$ cat src/rtl/pmbus_write_decoder.sv
// PMBus write decoder: turns the SMBus PHY byte stream into register-bank write strobes.
// Optional trailing PEC byte checking is enabled by defining PMBUS_PEC_EN.
module pmbus_write_decoder #(
  parameter logic [6:0] SLAVE_ADDR = 7'h40,
  parameter int         DATA_W     = 16
) (
  input  logic              CLOCK,
  input  logic              RESET_N,
  input  logic              RX_START,
  input  logic              RX_VALID,
  input  logic [7:0]        RX_DATA,
  input  logic              RX_STOP,
  output logic              REG_WRITE,
  output logic [7:0]        CMD_CODE,
  output logic [DATA_W-1:0] DATA_OUT,
  output logic              CMD_ERR,
  output logic              BUSY
);

  typedef enum logic [1:0] {IDLE, CMD, DATA, DISCARD} state_t;

  if (DATA_W != 16 || SLAVE_ADDR == 7'h00) begin : gParamCheck
    $error("pmbus_write_decoder: DATA_W must be 16 and SLAVE_ADDR must not be the general-call address");
  end

`ifdef PMBUS_PEC_EN
  localparam logic [2:0] PEC_BYTES = 3'd1;

  function automatic logic [7:0] crc8Update(input logic [7:0] crc, input logic [7:0] dataByte);
    logic [7:0] c;
    c = crc ^ dataByte;
    for (int i = 0; i < 8; i++) begin
      c = c[7] ? ((c << 1) ^ 8'h07) : (c << 1);
    end
    return c;
  endfunction

  // Every transaction's CRC starts from the (write) address byte, which is fixed.
  localparam logic [7:0] ADDR_CRC = crc8Update(8'h00, {SLAVE_ADDR, 1'b0});

  logic [7:0] crc_q, crc_d;
`else
  localparam logic [2:0] PEC_BYTES = 3'd0;
`endif

  function automatic logic cmdSupported(input logic [7:0] code);
    case (code)
      8'h00, 8'h01, 8'h02, 8'h03, 8'h21, 8'h40, 8'h44, 8'h60, 8'h64: return 1'b1;
      default:                                                      return 1'b0;
    endcase
  endfunction

  function automatic logic [2:0] cmdLength(input logic [7:0] code);
    case (code)
      8'h00, 8'h01, 8'h02:                   return 3'd1;
      8'h21, 8'h40, 8'h44, 8'h60, 8'h64:     return 3'd2;
      default:                               return 3'd0;
    endcase
  endfunction

  state_t      state_q, state_d;
  logic [2:0]  count_q, count_d;
  logic [7:0]  cmdCode_q, cmdCode_d;
  logic [15:0] data_q, data_d;
  logic        regWrite_q, regWrite_d;
  logic        cmdErr_q, cmdErr_d;
  logic [2:0]  expLen;

  always_ff @(posedge CLOCK or negedge RESET_N) begin
    if (!RESET_N) begin
      state_q    <= IDLE;
      count_q    <= '0;
      cmdCode_q  <= '0;
      data_q     <= '0;
      regWrite_q <= 1'b0;
      cmdErr_q   <= 1'b0;
`ifdef PMBUS_PEC_EN
      crc_q      <= '0;
`endif
    end else begin
      state_q    <= state_d;
      count_q    <= count_d;
      cmdCode_q  <= cmdCode_d;
      data_q     <= data_d;
      regWrite_q <= regWrite_d;
      cmdErr_q   <= cmdErr_d;
`ifdef PMBUS_PEC_EN
      crc_q      <= crc_d;
`endif
    end
  end

  // Within one cycle the byte is taken first, then STOP is judged, then START restarts.
  always_comb begin
    state_d    = state_q;
    count_d    = count_q;
    cmdCode_d  = cmdCode_q;
    data_d     = data_q;
    regWrite_d = 1'b0;
    cmdErr_d   = 1'b0;
`ifdef PMBUS_PEC_EN
    crc_d      = crc_q;
`endif
    expLen     = cmdLength(cmdCode_q);

    case (state_q)
      IDLE: ;
      CMD: begin
        if (RX_VALID) begin
          cmdCode_d = RX_DATA;
          count_d   = '0;
          data_d    = '0;
`ifdef PMBUS_PEC_EN
          crc_d     = crc8Update(crc_q, RX_DATA);
`endif
          state_d   = cmdSupported(RX_DATA) ? DATA : DISCARD;
          if (RX_STOP) begin
            state_d = IDLE;
            if (cmdSupported(RX_DATA) && cmdLength(RX_DATA) == 3'd0) regWrite_d = 1'b1;
            else                                                      cmdErr_d   = 1'b1;
          end
        end else if (RX_STOP) begin
          state_d = IDLE;
        end
      end
      DATA: begin
        if (RX_VALID) begin
          if (count_q < expLen) begin
            if (count_q == 3'd0) data_d[7:0]  = RX_DATA;
            else                 data_d[15:8] = RX_DATA;
          end
          count_d = count_q + 3'd1;
`ifdef PMBUS_PEC_EN
          crc_d   = crc8Update(crc_q, RX_DATA);
`endif
          if (count_d > expLen + PEC_BYTES) state_d = DISCARD;
        end
        if (RX_STOP) begin
          state_d = IDLE;
          if (count_d == expLen) regWrite_d = 1'b1;
`ifdef PMBUS_PEC_EN
          // Running the CRC over a correct PEC byte leaves a zero remainder.
          else if (count_d == expLen + 3'd1 && crc_d == 8'h00) regWrite_d = 1'b1;
`endif
          else cmdErr_d = 1'b1;
        end
      end
      DISCARD: begin
        if (RX_STOP) begin
          cmdErr_d = 1'b1;
          state_d  = IDLE;
        end
      end
      default: state_d = IDLE;
    endcase

    if (RX_START) begin
      state_d = CMD;
      count_d = '0;
`ifdef PMBUS_PEC_EN
      crc_d   = ADDR_CRC;
`endif
    end
  end

  assign REG_WRITE = regWrite_q;
  assign CMD_ERR   = cmdErr_q;
  assign CMD_CODE  = cmdCode_q;
  assign DATA_OUT  = data_q;
  assign BUSY      = (state_q != IDLE);

endmodule

$ cat config.mk
export PLATFORM = sky130hd
export DESIGN_NAME = pmbus_write_decoder
export DESIGN_NICKNAME = d
export VERILOG_FILES = /design/src/rtl/pmbus_write_decoder.sv
export SDC_FILE = /design/constraint.sdc
export NUM_CORES = 1
export LEC_CHECK = 0
export ABC_AREA = 1
export CORE_MARGIN = 10
export CORE_UTILIZATION = 47
export CTS_BUF_LIST = sky130_fd_sc_hd__clkbuf_4
export DETAILED_ROUTE_END_ITERATION = 8
export HOLD_SLACK_MARGIN = 0.1
export PLACE_DENSITY = 0.75
export SETUP_SLACK_MARGIN = 0.05
export SYNTH_ARGS = -nofsm -noshare
export SYNTH_HDL_FRONTEND = slang
export SYNTH_SLANG_ARGS = --single-unit
$ cat constraint.sdc
create_clock -name CLOCK -period 1.99 [get_ports CLOCK]
set_clock_uncertainty 0.05 [all_clocks]
set_input_delay 0.597 -clock CLOCK [delete_from_list [all_inputs] [get_ports CLOCK]]
set_output_delay 0.597 -clock CLOCK [all_outputs]
set_load 0.1 [all_outputs]
After elaboration in Yosys (flattened, before gate mapping). Index checks and enable logic that the tools add are counted.

Mux-type cells: 44. $lt $le $gt $ge: 2. Equal/unequal tests: 27. $add $sub $neg: 1. Reductions and logical operators: 19.

Operator list (number): 8-bit by 7-bit equality test with 1-bit output, second input constant (8); 16-bit two-way mux (3); 16-bit case mux with 2 select lines (1); 8-bit by 2-bit equality test with 1-bit output, second input constant (3); 3-bit two-way mux (7); 1-bit two-way mux (18); 8-bit by 1-bit equality test with 1-bit output, second input constant (2); 8-bit by 6-bit equality test with 1-bit output, second input constant (2); 8-bit zero test (2); 8-bit two-way mux (2); 2-bit two-way mux (7); 2-bit inequality test, second input constant (5); 5-bit AND reduction (2); 5-bit OR reduction (2); 9-bit OR reduction (1); 4-bit inequality test, second input constant (2); 2-bit case mux with 2 select lines (2); 3-bit zero test (2); 2-bit case mux with 3 select lines (1); 3-bit case mux with 2 select lines (1); 3-bit OR reduction (2); 2-bit equality test, second input constant (2); 2-bit AND reduction (2); 2-bit nonzero test (2); other kinds (12) (12).

Output and inout port bits: 27. Register bits after elaboration: 31. Word-level logic and storage cells: 100. Input port bits: 13.

Longest topological paths before layout. Gate-level depths: netlist of the first run.

Depth after elaboration: 12. Mapped depth: 14. Gate-level depth less buffers: 14.

Worst setup path after synthesis of the first run. No wires, ideal clock.

Path type: reg-to-reg. Start point: register cmdCode_q[7], in the netlist CMD_CODE[7]. End point: register data_q[14], in the netlist DATA_OUT[14]. Period minus slack after synthesis: 2.579 ns. Stages on the path, launching flop included: 13. Setup slack: -0.589 ns. Buffers on the path: 1. Arrival time: 2.406 ns. Setup time: 0.122 ns. Data required time: 1.818 ns. Cells stage by stage: dfrtp_1 -> nor2_1 -> nand3_1 -> nand2_1 -> nand2_1 -> ha_1 -> inv_1 -> nor2_1 -> o31ai_4 -> o211ai_4 -> buf_6 -> nand2_1 -> o21ai_2.

Word-level cells in the longest chain between the ends: 6. Elaborated cells on any way between the ends: 14. Classes of those cells: order compare: 1; eq/ne: 8; mux: 1; reduce/logical: 4.

Ends and longest elaborated chain: start: declaration (RTL line 63) `logic [7:0] cmdCode_q, cmdCode_d;`; start signal: assignment (RTL line 83) `cmdCode_q <= cmdCode_d;`; 8-bit by 6-bit equality test with 1-bit output (tied with other cells) (RTL line 54) `case (code)`; 5-bit OR reduction / 3-bit OR reduction (equally long branches) (RTL line 54); 2-bit case mux with 2 select lines (*) (RTL line 54); 3-bit less-than comparator (*) (RTL line 128) `if (count_q < expLen) begin`; 2-bit inequality test (no line) (*); 5-bit AND reduction (no line) (*); end signal: assignment (RTL line 84) `data_q <= data_d;`; end: declaration (RTL line 64) `logic [15:0] data_q, data_d;`.

Every way passes the cells marked *; elsewhere a longest branch is shown, timed or not. A chain may end at the register's enable or synchronous reset.

Worst setup path in the final report of the first run.
Start point: register cmdCode_q[1], in the netlist CMD_CODE[1]. End point: register data_q[9], in the netlist DATA_OUT[9].

The elaborated chain is that of the path after synthesis.

==> run summary, run 1 <==
The flow ran to the end, but the final reports show violations. The checks that failed: setup timing. Met2 wire length: 2930 um. The pre-CTS worst setup slack is -0.209 ns, and the power density of the placed cells is 882 mW/mm^2. The width of the die was 82.0 um; the number of antenna diodes was 0.

The mapped netlist covers 0.00181 mm^2. The vertical die dimension is 82.0 um, and the layout net count is 318. Of the available clock period, the critical path in the final layout requires 108%. The area growth from synthesis to layout is 69.2%.

The worst hold path belongs to the class reg -> reg. Of the synthesized area, sequential elements account for 43.0%. The arrival time at the worst endpoint was 2.38 ns.

The most used flip-flop cell after synthesis is sky130_fd_sc_hd__dfrtp_1. The count of unique library cells instantiated by Yosys is 26. The DRC violation count after routing was 0; the number of storage elements in the synthesis netlist was 31.

The logs give 0 for the count of pins over their slew limit and 8880 um for the first-pass GRT wire length. Counting every sink on the clock net gives 31. The post-route netlist has 46.8% of its cells at a drive strength greater than 1.

The standard-cell row count came out at 22. The number of buffers and inverters on the critical path is 3. For this design the top-level I/O count stands at 40. For this block, wires on met1 add up to 2040 um.

At the worst endpoint, the required time is 2.22 ns. The run gives -0.160 ns as the minimum setup slack in the final design. The cell family contributing the most delay on the critical path is flip-flops. The analysis attributes to cell leakage a power of 1.41 nW. The run gives 60.1% as the worst-case headroom to the max-slew limit. The synthesized design contains 0 enable-type register cells. The post-synthesis cell count is 213. In this run the worst path has a maximum fanout of 8. The total global routing overflow is 0, and the final critical path time including I/O delays and setup is 2.15 ns. Setup total negative slack on the finished layout was measured at -2.53 ns. The largest stage delay on the critical path works out to 0.52 ns.

The overall routing resource usage is 17.2%. The worst setup path is captured at a flip-flop. Startpoint type of the worst setup path: a flip-flop. Routed signal wires occupy layers up through met4. Once the floorplan was initialized, standard cells occupied 48.9% of the core. Clock-pin slew was measured on the worst setup and hold paths at 0.10 ns. Setup repair after global routing could not meet its margin everywhere.

Once detailed placement completed, the half-perimeter wirelength came to 3880 um. The maximum ir drop on the vdd rail is 0.000870 V. Detailed routing placed a total of 435 um of wire on met3. Setup violations remaining at the end of the flow were counted as 18. The tools report the number of routed nets with antenna violations as 0. The area inside the core boundary is 0.00369 mm^2. Dividing the synthesized area by the synthesized cell count gives 8.48 um^2. TritonCTS built the clock tree. The via density per instance was 5.22; the number of fill cells in the layout was 195.

The number of nets in the synthesized netlist is 237. Via count of the first global-routing pass: 1867. The number of antenna violations at the first check in global routing is 0. The classification of the worst setup path was reg -> reg.

Library cell contributing the largest single delay on the critical path: sky130_fd_sc_hd__dfrtp_4. Derived from the worst setup path, the maximum achievable clock frequency is 465 MHz. During placement, the flow inserted port buffers numbering 39. The core occupancy in the finished layout came out at 82.8%. Global placement routability congestion: 0.901. Yosys printed 0 warnings. The run gives 19 as the largest net degree at the start of global routing. TritonCTS created 5 clock buffers. Before antenna repair, the detailed router went through 5 iterations.

The floorplan step defined a die boundary enclosing 0.00672 mm^2. Traced cell by cell, the critical path runs through nor2_4 -> nand2_2 -> nor2_4 -> nand2_2 -> ha_1 -> inv_1 -> nor2_1 -> o31ai_4 -> buf_6 -> buf_4 -> o211ai_4 -> o21ai_2. CTS placed an instance of sky130_fd_sc_hd__clkbuf_4 at the clock tree root.

Dividing the detail-routed wire length by the instance count gives 16.2 um. For this run, asynchronously set or reset flops after synthesis account for 100%. For the count of final hold-check violations, the log shows 0. At the later pin of the worst-skew pair, clock insertion delay measures 0.35 ns.

The logs give 110 for the first-iteration detailed-routing DRC count and 0 for the count of max-cap constraint violations. For this block, the routed nets add up to 5570 um of wire. Including well taps, the total number of placed cells is 326. Leaving out filler cells and counting taps, the final layout contains 343.

The slew at the pin closest to its max-slew limit is 0.596 ns, and the via count is 1789. For the number of levels in the clock H-tree, the log shows 2. The clock passes through at most 2 buffers.
## cell usage in the layout, fill, tap and decap left out, types with 8 or more instances in the layout
cell	Yosys	layout
sky130_fd_sc_hd__clkdlybuf4s50_1	0	12
sky130_fd_sc_hd__dfrtp_1	31	23
sky130_fd_sc_hd__o21ai_0	9	8
sky130_fd_sc_hd__buf_4	2	36
sky130_fd_sc_hd__nand3_1	10	9
sky130_fd_sc_hd__ha_1	11	10
sky130_fd_sc_hd__o21ai_2	16	16
sky130_fd_sc_hd__nand2_1	54	36
sky130_fd_sc_hd__inv_1	24	21
sky130_fd_sc_hd__nor2_1	25	19
sky130_fd_sc_hd__nand2_2	0	18
sky130_fd_sc_hd__buf_12	0	30
## worst paths after layout
kind                                   start      endpoint  slack (ns)  cells past startpoint
worst max-delay path             CMD_CODE[1]   DATA_OUT[9]       -0.16                     12
min in group asynchronous            RESET_N   CMD_CODE[2]        0.56                      1
worst max register to register   CMD_CODE[1]   DATA_OUT[9]       -0.16                     12
max in group asynchronous            RESET_N    count_q[1]        0.81                      2
worst min-delay path            DATA_OUT[11]  DATA_OUT[11]        0.51                      2
worst min register to register  DATA_OUT[11]  DATA_OUT[11]        0.51                      2
## tightest hold or removal path, delay by kind of cell, from the launching register on
family,cells,cell delay [ns]
flip-flops,1,0.42
AO/OA/AOI/OAI,1,0.05
AND/OR/NAND/NOR,1,0.07
## power breakdown
part	switching (W)	internal (W)
sequential	0.0000837	0.000714
clock	0.000232	0.000258
combinational	0.000855	0.000552
## synthesized netlist by cell type, drive strengths merged (3+ instances only)
cell type / instances / area share, %
nand2: 54 / 11
dfrtp: 31 / 43
nor2: 26 / 5.8
o21ai: 26 / 11
inv: 24 / 5.0
ha: 11 / 7.6
nand3: 11 / 3.7
a21oi: 7 / 1.9
buf: 6 / 2.6
mux2: 3 / 1.9
nor3: 3 / 0.83
o22ai: 3 / 1.0
## layer usage
| metal | vias up | global-route usage [%] |
|---|---|---|
| met5 | - | 0 |
| met4 | 0 | 8.16 |
| met3 | 21 | 5.24 |
| met2 | 70 | 31.1 |
| met1 | 843 | 17.8 |
| li1 | 855 | - |
## through the flow
stage / cell area [um^2] / hold WS, ns / total power, W
2_1_floorplan: 1840 / 0.251 / 0.00152
3_3_place_gp: 2790 / 0.480 / 0.00206
3_5_place_dp: 2790 / 0.490 / 0.00207
4_1_cts: 3000 / 0.512 / 0.00265
5_1_grt: 3050 / 0.537 / 0.00279
6_report: 3050 / 0.512 / 0.00270
## sequential cells by signal, indices dropped and copies added, names as in the netlist
name       count
CMD_ERR        1
REG_WRITE      1
DATA_OUT      16
state_q        2
count_q        3
CMD_CODE       8
## logic make-up (layout without fill, tap and decap cells)
logic type / Yosys count / count (layout) / share of synthesized area [%]
xor+xnor: 1 / 1 / 0.485
compound gates: 41 / 42 / 17.1
fa+ha+maj: 11 / 11 / 7.62
buf+inv: 30 / 111 / 7.62
simple gates: 96 / 96 / 22.3
flops: 31 / 31 / 43.0
mux: 3 / 3 / 1.87
## cell type report
| cell class | count | area [um^2] | area share (%) |
|---|---|---|---|
| Clock buffer | 5 | 37.5 | 1.23 |
| Clock inverter | 3 | 38.8 | 1.27 |
| Inverter | 24 | 90.1 | 2.95 |
| Multi-Input combinational cell | 153 | 1030 | 33.6 |
| Sequential cell | 31 | 798 | 26.1 |
| Tap cell | 48 | 60.1 | 1.97 |
| Timing Repair Buffer | 79 | 1000 | 32.8 |
## what timing repair did
action,4_1_cts,5_1_grt
setup buffers,7,1
hold buffers,0,0
hold endpoints to repair,0,0
gates cloned,1,0
pin swaps,18,9
endpoints found under the setup margin,19,21
gates resized for setup,19,15
Power figures use the tool's default switching activity.
==> inputs of run 2 (changes only) <==
--- a/config.mk
+++ b/config.mk
@@ -6,12 +6,12 @@
 export NUM_CORES = 1
 export LEC_CHECK = 0
 export ABC_AREA = 1
-export CORE_MARGIN = 10
+export CORE_MARGIN = 1.5
 export CORE_UTILIZATION = 47
 export CTS_BUF_LIST = sky130_fd_sc_hd__clkbuf_4
 export DETAILED_ROUTE_END_ITERATION = 8
 export HOLD_SLACK_MARGIN = 0.1
-export PLACE_DENSITY = 0.75
+export PLACE_DENSITY_LB_ADDON = 0.08
 export SETUP_SLACK_MARGIN = 0.05
 export SYNTH_ARGS = -nofsm -noshare
 export SYNTH_HDL_FRONTEND = slang
==> run summary, run 2 (synthesized netlist as in run 1, its figures left out) <==
The placed wire-length estimate after detailed placement was 3570 um (-7.9%); the count of final hold-check violations was 0 (unchanged). For the overall routing resource usage, the log shows 30.1% (+13 points). The count of max-cap constraint violations was 0 (unchanged). Count of placed standard cells including taps: 328 (+0.61%). The worst-case headroom to the max-slew limit was 71.6% (+11 points). The standard-cell row count was 22 (unchanged). Classification of the worst setup path: reg -> reg. The number of port buffers was 39 (unchanged). The leakage power figure came out at 1.49 nW (+5.7%).

The post-route non-filler standard cell count was 351 (+2.3%). The vertical die dimension works out to 65.0 um (-21%). The tools report the final instance area as 0.00318 mm^2 (+4.1%).

The run gives -0.290 ns (-0.129 ns) as the minimum setup slack in the final design. The reg2reg setup slack was -0.29 ns (-0.13 ns). The number of routed nets with antenna violations came out at 0 (unchanged).

The internal power consumption came out at 0.00158 W (+3.8%). The depth of the worst register-to-register path is 12 (unchanged). DRC violation count after routing: 0 (unchanged). The tools report the total I/O pin count as 40 (unchanged).

The maximum buffer depth of the clock tree is 2 (unchanged), and the first-pass GRT wire length is 9340 um (+5.2%). For the starting density of the core, the log shows 48.9% (unchanged). The worst hold path class is reg -> reg. The checks that failed: setup timing.

In the layout the commonest cells are sky130_fd_sc_hd__buf_4 (44), sky130_fd_sc_hd__nand2_1 (37), sky130_fd_sc_hd__buf_12 (28). Clock-pin slew on the worst setup and hold paths: 0.11 ns (about the same). The first-pass detailed-route iteration total was 4 (-1); the switching power share of the total was 43.8% (+0.35 points).

In this run the critical register-to-register path is captured at DATA_OUT[3]. The wire length after detailed routing is 6010 um (+7.9%). The power density of the placed cells came out at 885 mW/mm^2 (+0.31%).

Leaving out fill and tap cells, the most frequent cell in the layout is sky130_fd_sc_hd__buf_4. The via count was 1891 (+5.7%). Total global routing overflow: 0 (unchanged). For the post-cts hold buffer count, the log shows 0 (unchanged). The share of power burned in the clock network is 17.8% (-0.4 points), and the achievable clock frequency is 439 MHz (-5.7%). The worst hold path stage count was 2 (unchanged); the via count of the first global-routing pass was 1953 (+4.6%). For the switching power, the log shows 0.00123 W (+5.3%).

The startpoint identified for the worst hold timing path is DATA_OUT[9]. The logs give 28.4% (-1.2 points) for the sequential group share of total power and 0 (unchanged) for the number of antenna violations at the first check in global routing. The arrival time at the worst endpoint was 2.46 ns (+0.08 ns).

For hold timing, the worst endpoint is DATA_OUT[9]. The tools report the global placement routability congestion as 0.841 (-6.7%). The biggest fanout along the worst timing path is 8 (unchanged), and the critical path data required time is 2.17 ns (-0.05 ns). For the number of antenna diodes, the log shows 0 (unchanged).

The tools report the largest net degree at the start of global routing as 32 (+13). The tools report the final-report setup violation count as 20 (+2). TritonCTS built the clock tree.

The core occupancy in the finished layout was 86.2% (+3.4 points); the area added between synthesis and finish was 76.2%. The number of flip-flops in the largest register is 16 (unchanged). Nature of the critical path endpoint: a flip-flop. The count of pins over their slew limit came out at 0 (unchanged). The mean routed wirelength per cell came out at 17.1 um (+5.4%). Setup repair after global routing could not meet its margin everywhere. The final worst-path cycle share came out at 115% (+6.5 points). The worst hold slack was 0.510 ns (-0.00160 ns); the clock latency of the later-clocked register in the worst-skew pair was 0.35 ns (about the same).

Width of the die: 65.0 um (-21%). Share of power burned in combinational logic: 53.7% (+1.5 points). The tools report the layout net count as 326 (+2.5%).

The first-iteration detailed-routing DRC count is 118 (+7.3%), and the final critical path time including I/O delays and setup is 2.28 ns (+0.129 ns). The tools report the maximum ir drop on the vdd rail as 0.000931 V (+7.0%). The full die area was 0.00422 mm^2 (-37%). Total power: 0.00282 W (+4.5%). The share of final-layout standard cells stronger than drive strength 1 is 50.2% (+3.4 points), and the area after detailed placement is 0.00278 mm^2 (-0.36%). The slew at the pin closest to its max-slew limit came out at 0.424 ns (-0.173 ns).

The flow ran to the end, but the final reports show violations. The startpoint identified for the worst register-to-register timing path is CMD_CODE[6]. The clock tree root driver cell was sky130_fd_sc_hd__clkbuf_4. Sink count of the clock tree: 31 (unchanged).

Startpoint type of the worst setup path: a flip-flop. For the number of levels in the clock H-tree, the log shows 2 (unchanged). The via density per instance is 5.39 (+3.3%). The number of clock buffers inserted by TritonCTS is 5 (unchanged), and the area inside the core boundary is 0.00369 mm^2 (unchanged).
-- run 2: cell count changes in the layout (fill, tap and decap cells not counted), moves of 2 or more --
cell	change
sky130_fd_sc_hd__nand3_2	+2
sky130_fd_sc_hd__buf_4	+8
sky130_fd_sc_hd__a21oi_2	+2
sky130_fd_sc_hd__a21oi_1	-2
sky130_fd_sc_hd__buf_12	-2
sky130_fd_sc_hd__nand2_4	+7
sky130_fd_sc_hd__ha_1	-2
sky130_fd_sc_hd__nand3_1	-2
sky130_fd_sc_hd__nand2_2	-8
-- run 2: through the flow --
stage / TNS, ns / setup WS, ns
after floorplan: -3.28 / -0.268
after global placement: -1.78 / -0.123
after detailed placement: -2.97 / -0.204
after CTS: -2.49 / -0.164
after global routing: -5.17 / -0.307
final: -4.57 / -0.290
-- run 2: cell type report --
class                      count  area [um^2]
clock inverter                 3         38.8
fill                         181          508
tap                           48         60.1
multi-input combinational    153         1090
sequential                    31          798
inverter                      24         92.6
timing repair buffer          87         1060
clock buffer                   5         37.5
-- run 2: worst max-delay path, stage by stage, from the launching register on --
cell and delay (ns):
sky130_fd_sc_hd__dfrtp_4 0.52, sky130_fd_sc_hd__nor2_4 0.14, sky130_fd_sc_hd__buf_4 0.12, sky130_fd_sc_hd__nand2_1 0.07, sky130_fd_sc_hd__nor2_1 0.17, sky130_fd_sc_hd__ha_2 0.25
sky130_fd_sc_hd__nor2_4 0.05, sky130_fd_sc_hd__o31ai_4 0.20, sky130_fd_sc_hd__buf_4 0.17, sky130_fd_sc_hd__nand3_4 0.10, sky130_fd_sc_hd__buf_12 0.18, sky130_fd_sc_hd__nand2_4 0.06
sky130_fd_sc_hd__o21ai_2 0.05
-- run 2: worst max-delay path by stage --
stage                            from  cells after the start            to
after detailed placement  CMD_CODE[7]                     11  DATA_OUT[14]
after global routing      CMD_CODE[6]                     12   DATA_OUT[3]
after global placement       RX_VALID                      9     REG_WRITE
after CTS                 CMD_CODE[6]                     13   DATA_OUT[0]
final                     CMD_CODE[6]                     12   DATA_OUT[3]
after floorplan           CMD_CODE[7]                     12  DATA_OUT[14]
-- run 2: power by group through the flow --
stage / sequential, W / combinational, W / clock, W
6_report: 0.000800 / 0.00151 / 0.000502
5_1_grt: 0.000807 / 0.00157 / 0.000533
4_1_cts: 0.000787 / 0.00142 / 0.000495
3_5_place_dp: 0.000791 / 0.00127 / 0
3_3_place_gp: 0.000787 / 0.00126 / 0
2_1_floorplan: 0.00121 / 0.000310 / 0
-- run 2: routing by layer --
layer	global-route usage, %	wire, um	up-vias
met5	0	0	-
met4	16.0	208	0
met3	7.29	381	23
met2	49.5	2990	99
met1	36.5	2430	896
li1	-	-	873
-- run 2: timing repair --
item | CTS | global route
buffers inserted | 13 | 1
cloned | 2 | 0
pin swaps | 10 | 9
resized for setup | 22 | 30
setup endpoints to repair | 19 | 21
